### config.mk
export PLATFORM = sky130hd
export DESIGN_NAME = pooling_layer
export DESIGN_NICKNAME = d
export VERILOG_FILES = /design/src/rtl/pooling_layer.sv
export SDC_FILE = /design/constraint.sdc
export NUM_CORES = 1
export LEC_CHECK = 0
export ABC_CLOCK_PERIOD_IN_PS = 5600
export BUFFER_PORTS_ARGS = -buffer_cell sky130_fd_sc_hd__clkbuf_2
export CAP_MARGIN = 5
export CORE_ASPECT_RATIO = 0.6
export CORE_MARGIN = 2
export CORE_UTILIZATION = 32
export CTS_CLUSTER_SIZE = 40
export DETAILED_ROUTE_END_ITERATION = 16
export SLEW_MARGIN = 10
export SYNTH_ARGS = -nofsm -noshare
export SYNTH_HDL_FRONTEND = slang
export SYNTH_SLANG_ARGS = --single-unit
### constraint.sdc
create_clock -name clk -period 5.6 [get_ports clk]
set_clock_uncertainty 0.2 [all_clocks]
set_input_delay 0.56 -clock clk [delete_from_list [all_inputs] [get_ports clk]]
set_output_delay 0.56 -clock clk [all_outputs]
set_load 0.03 [all_outputs]
### src/rtl/pooling_layer.sv
// Streaming max-pooling over non-overlapping STRIDE x STRIDE windows of a raster pixel stream.
// Define POOLING_LAYER_SIGNED_EN to compare channel samples as two's complement signed values.
module pooling_layer #(
  parameter int I_WIDTH     = 8,
  parameter int CHANNELS    = 3,
  parameter int FILTER_SIZE = 2,
  parameter int IMAGE_SIZE  = 64,
  parameter int STRIDE      = 2
) (
  input  logic                        clk,
  input  logic                        rst_n,
  input  logic                        clk_en,
  input  logic [CHANNELS*I_WIDTH-1:0] input_data,
  output logic [CHANNELS*I_WIDTH-1:0] output_data,
  output logic                        valid
);

  localparam int W     = CHANNELS * I_WIDTH;
  localparam int NWIN  = IMAGE_SIZE / STRIDE;
  localparam int WIN_W = (NWIN > 1) ? $clog2(NWIN) : 1;
  localparam int PH_W  = (STRIDE > 1) ? $clog2(STRIDE) : 1;

  localparam logic [PH_W-1:0]  PH_LAST  = PH_W'(STRIDE - 1);
  localparam logic [WIN_W-1:0] WIN_LAST = WIN_W'(NWIN - 1);

  // FILTER_SIZE must equal STRIDE; the window geometry is driven by STRIDE alone.

  // Position: col_ph = column within window, win_idx = window column, row_ph = row within window.
  logic [PH_W-1:0]  col_ph;
  logic [PH_W-1:0]  row_ph;
  logic [WIN_W-1:0] win_idx;
  logic [W-1:0]     buf_q [NWIN];

  logic         first_px;
  logic         last_px;
  logic [W-1:0] base;
  logic [W-1:0] merged;

  function automatic logic [W-1:0] chan_max(input logic [W-1:0] a, input logic [W-1:0] b);
    logic [W-1:0] r;
    r = '0;
    for (int c = 0; c < CHANNELS; c++) begin
`ifdef POOLING_LAYER_SIGNED_EN
      r[c*I_WIDTH +: I_WIDTH] = ($signed(a[c*I_WIDTH +: I_WIDTH]) > $signed(b[c*I_WIDTH +: I_WIDTH]))
                                ? a[c*I_WIDTH +: I_WIDTH] : b[c*I_WIDTH +: I_WIDTH];
`else
      r[c*I_WIDTH +: I_WIDTH] = (a[c*I_WIDTH +: I_WIDTH] > b[c*I_WIDTH +: I_WIDTH])
                                ? a[c*I_WIDTH +: I_WIDTH] : b[c*I_WIDTH +: I_WIDTH];
`endif
    end
    return r;
  endfunction

  always_comb begin
    first_px = (col_ph == '0) && (row_ph == '0);
    last_px  = (col_ph == PH_LAST) && (row_ph == PH_LAST);
`ifdef POOLING_LAYER_SIGNED_EN
    base     = first_px ? input_data : buf_q[win_idx];
`else
    base     = first_px ? '0 : buf_q[win_idx];
`endif
    merged   = chan_max(base, input_data);
  end

  // valid: single-cycle pulse, high only in the cycle after a window's last pixel is accepted;
  // no back-pressure, output_data is stable whenever valid is low.
  always_ff @(posedge clk or negedge rst_n) begin
    if (!rst_n) begin
      col_ph      <= '0;
      row_ph      <= '0;
      win_idx     <= '0;
      valid       <= 1'b0;
      output_data <= '0;
      for (int i = 0; i < NWIN; i++) buf_q[i] <= '0;
    end else if (clk_en) begin
      buf_q[win_idx] <= merged;
      valid          <= last_px;
      if (last_px) output_data <= merged;
      if (col_ph == PH_LAST) begin
        col_ph <= '0;
        if (win_idx == WIN_LAST) begin
          win_idx <= '0;
          row_ph  <= (row_ph == PH_LAST) ? '0 : row_ph + 1'b1;
        end else begin
          win_idx <= win_idx + 1'b1;
        end
      end else begin
        col_ph <= col_ph + 1'b1;
      end
    end else begin
      valid <= 1'b0;
    end
  end

endmodule

==> impl_metrics.yaml, run 1 <==
yosys:
  yosysWarningCount: 0
  synth-seq-area-share_pct: 48.6
  postSynthAreaPerCell_sq_um: 10.8
  synth.lib_cells_used.distinct: 55
  synthDominantAreaCellType: "sky130_fd_sc_hd__dfrtp_1"
  synthArstFlopShare_pct: 100
  number_of_synthesized_flops_with_an_enable_pin: 0
  synth_largest_type_area_fraction_pct: 48.6
  synth.net_count: 3886
  netlist_area_sq_um: 41200
  post_synth_main_area_contributors: "sky130_fd_sc_hd__dfrtp_1 (49%), sky130_fd_sc_hd__a221o_1 (13%), sky130_fd_sc_hd__mux2i_1 (9.3%)"
  ys.flop_type: "sky130_fd_sc_hd__dfrtp_1"
  synth.ff_latch_count: 800
  post_synth_inst_count: 3830
critical_path:
  crit_arrival_ps: 5930
  worstPathRequired_ps: 6020
  start_kind: "register"
  worstReg2RegStart: "win_idx[0]$_DFFE_PN0P_"
  timing.reg2reg.worst_path_depth: 13
  critPathCaptureType: "register"
  criticalPathCategory: "reg -> reg"
  r2r_endpoint: "buf_q[657]$_DFFE_PN0P_"
  crit_path_start: "win_idx[0]$_DFFE_PN0P_"
  highest_fanout_seen_on_the_critical_path: 33
  timing.critical_path.to: "buf_q[657]$_DFFE_PN0P_"
  r2r_slack_ps: 100
route:
  wl_per_cell_um: 27.5
  detail_route.vias_per_cell: 6.25
  drt-total-wl_um: 149000
  route.antenna.remaining_nets: 0
  routed-via-count: 33861
  drt_first_pass_iters: 6
  detail_route.drc_violations: 0
  drt-initial-drc-count: 5224
placed_design:
  routabilityCongestion: 0.900
  preCtsSetupSlack_ps: 351
  port_buffers: 51
  dpl-instance-area_sq_um: 43300
  hpwlAfterDp_um: 93900
power_and_ir_drop:
  vdd.ir_drop.worst_mv: 0.712
  total_power_mw: 28.8
  power.leakage_nw: 20.2
  cellPowerDensity_nw_per_um2: 628
cells_and_area:
  filler_cell_count: 12437
  mostFrequentLayoutCell: "sky130_fd_sc_hd__dfrtp_1"
  area_growth_syn_to_layout_pct: 11.4
  final_net_count: 3708
  mostFrequentLayoutCells: "sky130_fd_sc_hd__dfrtp_1 (799), sky130_fd_sc_hd__nor2_1 (529), sky130_fd_sc_hd__a221o_1 (528)"
  finalCoreUtilization_pct: 36.1
  post_route_cells_drive_above_1_share_pct: 14.3
  final_area_sq_um: 45900
sta:
  finalHoldViolations: 0
  rsz0062_at_grt: "no"
  postLayoutSetupSlackWorst_ps: 97.0
  setup_viol: 0
  worst_slew_pin_slew_ps: 1340
  timing.final.crit_share_pct: 98.3
  maxSlewViolCount: 0
  timing_limited_maximum_frequency_ghz: 0.182
  final.setup.tns_ps: 0
  finalWorstPathRequiredPeriod_ps: 5500
  relative_max_transition_margin_pct: 9.69
global_route:
  grt_use_total_pct: 22.3
  grt_antenna_before_repair: 2
  grt_overflow_total: 0
  grt_pass1_vias: 31592
  grt_start_max_net_pins: 152
  grt_pass1_wl_um: 222000
clock_network:
  cts-buffers-inserted: 76
  cts_htree_levels: 3
  clock-root-buffer: "sky130_fd_sc_hd__clkbuf_16"
  clock_tree_from_tritoncts: "built"
  clkTransAtPathRegs_ps: 70
  cts_max_path_buffers: 3
  insertion_delay_ps: 700
  postCtsResizedCells: 0
  cts_num_sinks: 800
die:
  die_area_sq_um: 132000
  vertical_die_dimension_um: 282
  start_util_pct: 32.4
  boundaryPins: 52
  die_x_um: 467
  core_area_sq_um: 127000
  rows: 101
flow_run:
  drv.max_cap_violation_count: 0
worst_hold_path:
  min_delay_path_class: "in -> reg"
  hp-start: "input_data[1]"
outcome:
  run_status: "finished, final reports clean"
==> synth_stat cells (all sizes together) (4+ instances only) <==
master   instances
mux2i          384
nand2          305
and3            19
a21oi           19
ha              29
or4b             4
or4             49
inv             25
nand4bb          6
nand4            6
o22ai          192
nor2b            5
buf            216
o211ai          16
nor3            65
o21ai           14
dfrtp          800
nor4            32
a221o          528
nand2b           4
nand4b           4
nand3           17
o221ai         272
clkbuf         257
nor2           538
==> kinds of logic after synthesis <==
logic type / Yosys count / synth area share [%]
and+or+nand+nor: 1061 / 11.8
AOI/OAI and AO/OA: 1053 / 23.4
DFF: 800 / 48.6
buffers and inverters: 498 / 5.92
muxes: 387 / 9.41
adders and majority gates: 29 / 0.880
xor gates and xnor gates: 2 / 0.0425
==> final cells by class <==
cell class	instances	area (sq um)	area share [%]
clock buffers	108	2250	4.89
clock inverters	30	362	0.787
inverters	25	93.8	0.204
flip-flops and latches	800	20000	43.6
diodes	6	15.0	0.0327
repair buffers	217	1750	3.82
multi-input cells	2532	19300	42.0
well taps	1699	2130	4.63
==> registers in the layout (all words and copies together), names as in the netlist <==
register and cells:
valid 1, col_ph 1, row_ph 1, win_idx 5, buf_q 768, output_data 24
==> metrics by stage <==
step / cells / hold slack, ps
4_1_cts: 5411 / 13.2
5_1_grt: 5416 / 51.4
2_1_floorplan: 3830 / 64.4
6_report: 5417 / 39.3
3_5_place_dp: 5271 / 270
3_3_place_gp: 5271 / 266
==> power by group <==
| part | internal [mW] | leakage (nW) | switching [mW] |
|---|---|---|---|
| clock network | 3.09 | 1.28 | 2.48 |
| registers | 7.75 | 10.6 | 1.35 |
| logic | 4.33 | 8.36 | 9.83 |
| total | 15.2 | 20.2 | 13.7 |
==> how the worst min path moves through the flow <==
stage	to	slack [ps]	depth (start not counted)
2_1_floorplan	buf_q[0]$_DFFE_PN0P_	60	0
3_3_place_gp	buf_q[582]$_DFFE_PN0P_	270	2
3_5_place_dp	buf_q[336]$_DFFE_PN0P_	270	2
4_1_cts	output_data[2]$_DFFE_PN0P_	10	3
5_1_grt	output_data[1]$_DFFE_PN0P_	50	3
6_report	output_data[1]$_DFFE_PN0P_	40	3
==> critical path: stages (launching register included) <==
cell	delay, ps
sky130_fd_sc_hd__dfrtp_4	840
sky130_fd_sc_hd__buf_12	330
sky130_fd_sc_hd__buf_4	370
sky130_fd_sc_hd__mux2i_1	390
sky130_fd_sc_hd__o22ai_1	230
sky130_fd_sc_hd__nor4_2	380
sky130_fd_sc_hd__a21oi_1	150
sky130_fd_sc_hd__ha_1	350
sky130_fd_sc_hd__and4b_1	220
sky130_fd_sc_hd__a211oi_2	50
sky130_fd_sc_hd__o22a_1	200
sky130_fd_sc_hd__buf_4	220
sky130_fd_sc_hd__nor3_1	1080
sky130_fd_sc_hd__a221o_1	300
==> what timing repair did <==
| action | 4_1_cts | 5_1_grt |
|---|---|---|
| endpoints found under the hold margin | 65 | 0 |
| setup buffers | 0 | 0 |
| hold buffers | 2 | 0 |
==> routing by layer <==
metal	up-vias	share of wire (%)	GRT usage (%)
li1	14475	-	-
met1	17320	45	33.6
met2	1874	39	28.5
met3	188	14	9.31
met4	4	2.0	5.22
met5	-	0.17	1.08
Note: power is estimated with default switching activity, not from simulation.
==> run 2: changes to the inputs <==
Settings changed: ABC_AREA set to 1.
==> impl_metrics.yaml, run 2 <==
sta:
  relative_max_transition_margin_pct: 19.3
  final.setup.tns_ps: 0
  setup_viol: 0
  finalWorstPathRequiredPeriod_ps: 5050
  finalHoldViolations: 0
  rsz0062_at_grt: "no"
  maxSlewViolCount: 0
  timing.final.crit_share_pct: 90.3
  timing_limited_maximum_frequency_ghz: 0.198
  worst_slew_pin_slew_ps: 1210
critical_path:
  critPathMostFrequentCell: "sky130_fd_sc_hd__nand2_1"
  critical_path.slowest_cell: "sky130_fd_sc_hd__dfrtp_4"
  highest_fanout_seen_on_the_critical_path: 64
  r2r_slack_ps: 550
  r2r_endpoint: "buf_q[217]$_DFFE_PN0P_"
  crit_path_start: "win_idx[0]$_DFFE_PN0P_"
  cpPeakStageDelay_ps: 560
  crit_arrival_ps: 5410
  worstPathRequired_ps: 5950
  critPathCaptureType: "register"
  worstPathCellList: "inv_8 -> buf_12 -> buf_4 -> nand2_1 -> nand3_1 -> nand2_1 -> nand2_1 -> nand2_1 -> nor2_1 -> a21oi_1 -> ha_1 -> nand2_1 -> o21ai_0 -> nand2_1 -> a21oi_2 -> inv_1 -> nand2_1 -> nand2_2 -> nand2_1 -> nand2_1"
  start_kind: "register"
  worstReg2RegStart: "win_idx[0]$_DFFE_PN0P_"
  criticalPathCategory: "reg -> reg"
  timing.reg2reg.worst_path_depth: 20
power_and_ir_drop:
  power.leakage_nw: 26.7
  vdd.ir_drop.worst_mv: 0.435
  cellPowerDensity_nw_per_um2: 627
placed_design:
  hpwlAfterDp_um: 89200
  routabilityCongestion: 0.900
  port_buffers: 51
clock_network:
  cts_max_path_buffers: 3
  cts_htree_levels: 3
  postCtsResizedCells: 0
  clkTransAtPathRegs_ps: 70
  cts-buffers-inserted: 75
  insertion_delay_ps: 680
  clock_tree_from_tritoncts: "built"
  clock-root-buffer: "sky130_fd_sc_hd__clkbuf_16"
  cts_num_sinks: 800
route:
  drt-initial-drc-count: 4248
  route.antenna.remaining_nets: 0
  wl_per_cell_um: 18.2
  routed-via-count: 38033
  drt_first_pass_iters: 6
  detail_route.drc_violations: 0
  drt-total-wl_um: 146000
  detail_route.vias_per_cell: 4.75
cells_and_area:
  post_route_cells_drive_above_1_share_pct: 6.88
  final_net_count: 6212
  finalCoreUtilization_pct: 35.0
  area_growth_syn_to_layout_pct: 9.02
  largest_register_ffs: 768
  top_register: "buf_q"
  mostFrequentLayoutCells: "sky130_fd_sc_hd__nand2_1 (3703), sky130_fd_sc_hd__dfrtp_1 (798), sky130_fd_sc_hd__inv_1 (754)"
  largest_registers_ranked_by_flip_flop_count: "buf_q (768), output_data (24), win_idx (5)"
  mostFrequentLayoutCell: "sky130_fd_sc_hd__nand2_1"
yosys:
  number_of_synthesized_flops_with_an_enable_pin: 0
  synthDominantAreaCellType: "sky130_fd_sc_hd__dfrtp_1"
  post_synth_inst_count: 6285
  synth-seq-area-share_pct: 46.6
  synthMostInstantiatedCell: "sky130_fd_sc_hd__nand2_1"
  synth.cells.most_frequent: "sky130_fd_sc_hd__nand2_1 (3706), sky130_fd_sc_hd__dfrtp_1 (800), sky130_fd_sc_hd__inv_1 (754), sky130_fd_sc_hd__nand3_1 (369), sky130_fd_sc_hd__buf_2 (114)"
  synth.net_count: 6341
  postSynthAreaPerCell_sq_um: 6.83
  synth.lib_cells_used.distinct: 34
  synth.ff_latch_count: 800
  post_synth_main_area_contributors: "sky130_fd_sc_hd__dfrtp_1 (47%), sky130_fd_sc_hd__nand2_1 (32%), sky130_fd_sc_hd__inv_1 (6.6%)"
  yosysWarningCount: 0
  synth_largest_type_area_fraction_pct: 46.6
  synthArstFlopShare_pct: 100
  netlist_area_sq_um: 42900
  ys.flop_type: "sky130_fd_sc_hd__dfrtp_1"
outcome:
  run_status: "finished, final reports clean"
die:
  die_x_um: 477
  vertical_die_dimension_um: 288
  rows: 104
  start_util_pct: 32.1
  core_area_sq_um: 134000
  die_area_sq_um: 137000
  boundaryPins: 52
global_route:
  grt_pass1_vias: 34852
  grt_overflow_total: 0
  grt_antenna_before_repair: 9
  grt_pass1_wl_um: 223000
  grt_use_total_pct: 21.2
  grt_start_max_net_pins: 143
worst_hold_path:
  whs_endpoint: "buf_q[738]$_DFFE_PN0P_"
  hp-start: "buf_q[738]$_DFFE_PN0P_"
  whs_path_depth: 2
  min_delay_path_class: "reg -> reg"
flow_run:
  drv.max_cap_violation_count: 0
==> run 2: cell types whose count changed after synthesis, sizes merged, moves of 369 or more <==
cell,before,now
a221o,528,0
inv,25,797
mux2i,384,0
nand2,305,3769
nand3,17,386
nor2,538,88
==> run 2: worst max-delay path by stage <==
stage / to / slack (ps) / cells past startpoint
after floorplan: output_data[8]$_DFFE_PN0P_ / 2010 / 22
after global placement: output_data[1]$_DFFE_PN0P_ / 710 / 20
after detailed placement: buf_q[97]$_DFFE_PN0P_ / 690 / 20
after CTS: buf_q[217]$_DFFE_PN0P_ / 650 / 20
after global routing: buf_q[385]$_DFFE_PN0P_ / 240 / 20
final: buf_q[217]$_DFFE_PN0P_ / 550 / 20
==> run 2: logic make-up after synthesis <==
kind of cell | Yosys count | share of synthesized area [%]
buffers and inverters | 1150 | 12.0
DFF | 800 | 46.6
adders and majority gates | 29 | 0.845
AOI/OAI and AO/OA | 46 | 0.592
and+or+nand+nor | 4258 | 39.9
xor gates and xnor gates | 2 | 0.0408
==> run 2: power by group <==
part	switching [mW]	internal, mW
clock	2.40	2.87
sequential	1.33	8.14
combinational	10.6	4.01
==> run 2: layout make-up <==
cell class / instances / area [sq um]
antenna: 1 / 2.50
timing repair buffer: 145 / 1310
sequential: 800 / 20000
fill: 14310 / 86800
clock buffer: 114 / 2260
clock inverter: 17 / 139
inverter: 799 / 3020
multi-input combinational: 4335 / 17800
tap: 1802 / 2250
==> run 2: critical path: cells and delay by family, from the launching register on <==
| family | cells | cell delay [ps] |
|---|---|---|
| AO/OA/AOI/OAI | 3 | 680 |
| adder cells (fa/ha/maj) | 1 | 300 |
| buffers and inverters | 4 | 1250 |
| flip-flops | 1 | 560 |
| AND/OR/NAND/NOR | 12 | 1840 |
==> run 2: what timing repair did <==
item / CTS / global route
endpoints found under the setup margin: 0 / 0
hold buffers: 2 / 0
setup buffers: 0 / 0
endpoints found under the hold margin: 78 / 0
==> run 2: metrics by stage <==
| stage | hold slack [ps] | instance area [sq um] | total power, mW | cells | setup WS [ps] |
|---|---|---|---|---|---|
| floorplan | 64.4 | 42900 | 19.3 | 6285 | 2010 |
| global placement | 261 | 44400 | 23.6 | 7879 | 706 |
| detailed placement | 265 | 44400 | 23.8 | 7879 | 688 |
| CTS | 226 | 46800 | 29.2 | 8012 | 653 |
| global route | 294 | 46800 | 31.4 | 8013 | 243 |
| finish | 277 | 46800 | 29.3 | 8013 | 546 |
==> run 2: metal layers <==
metal  part of all wire [%]  global-route usage (%)
met5                      0                       0
met4                    2.0                    4.95
met3                     11                    5.06
met2                     39                    29.0
met1                     48                    33.0
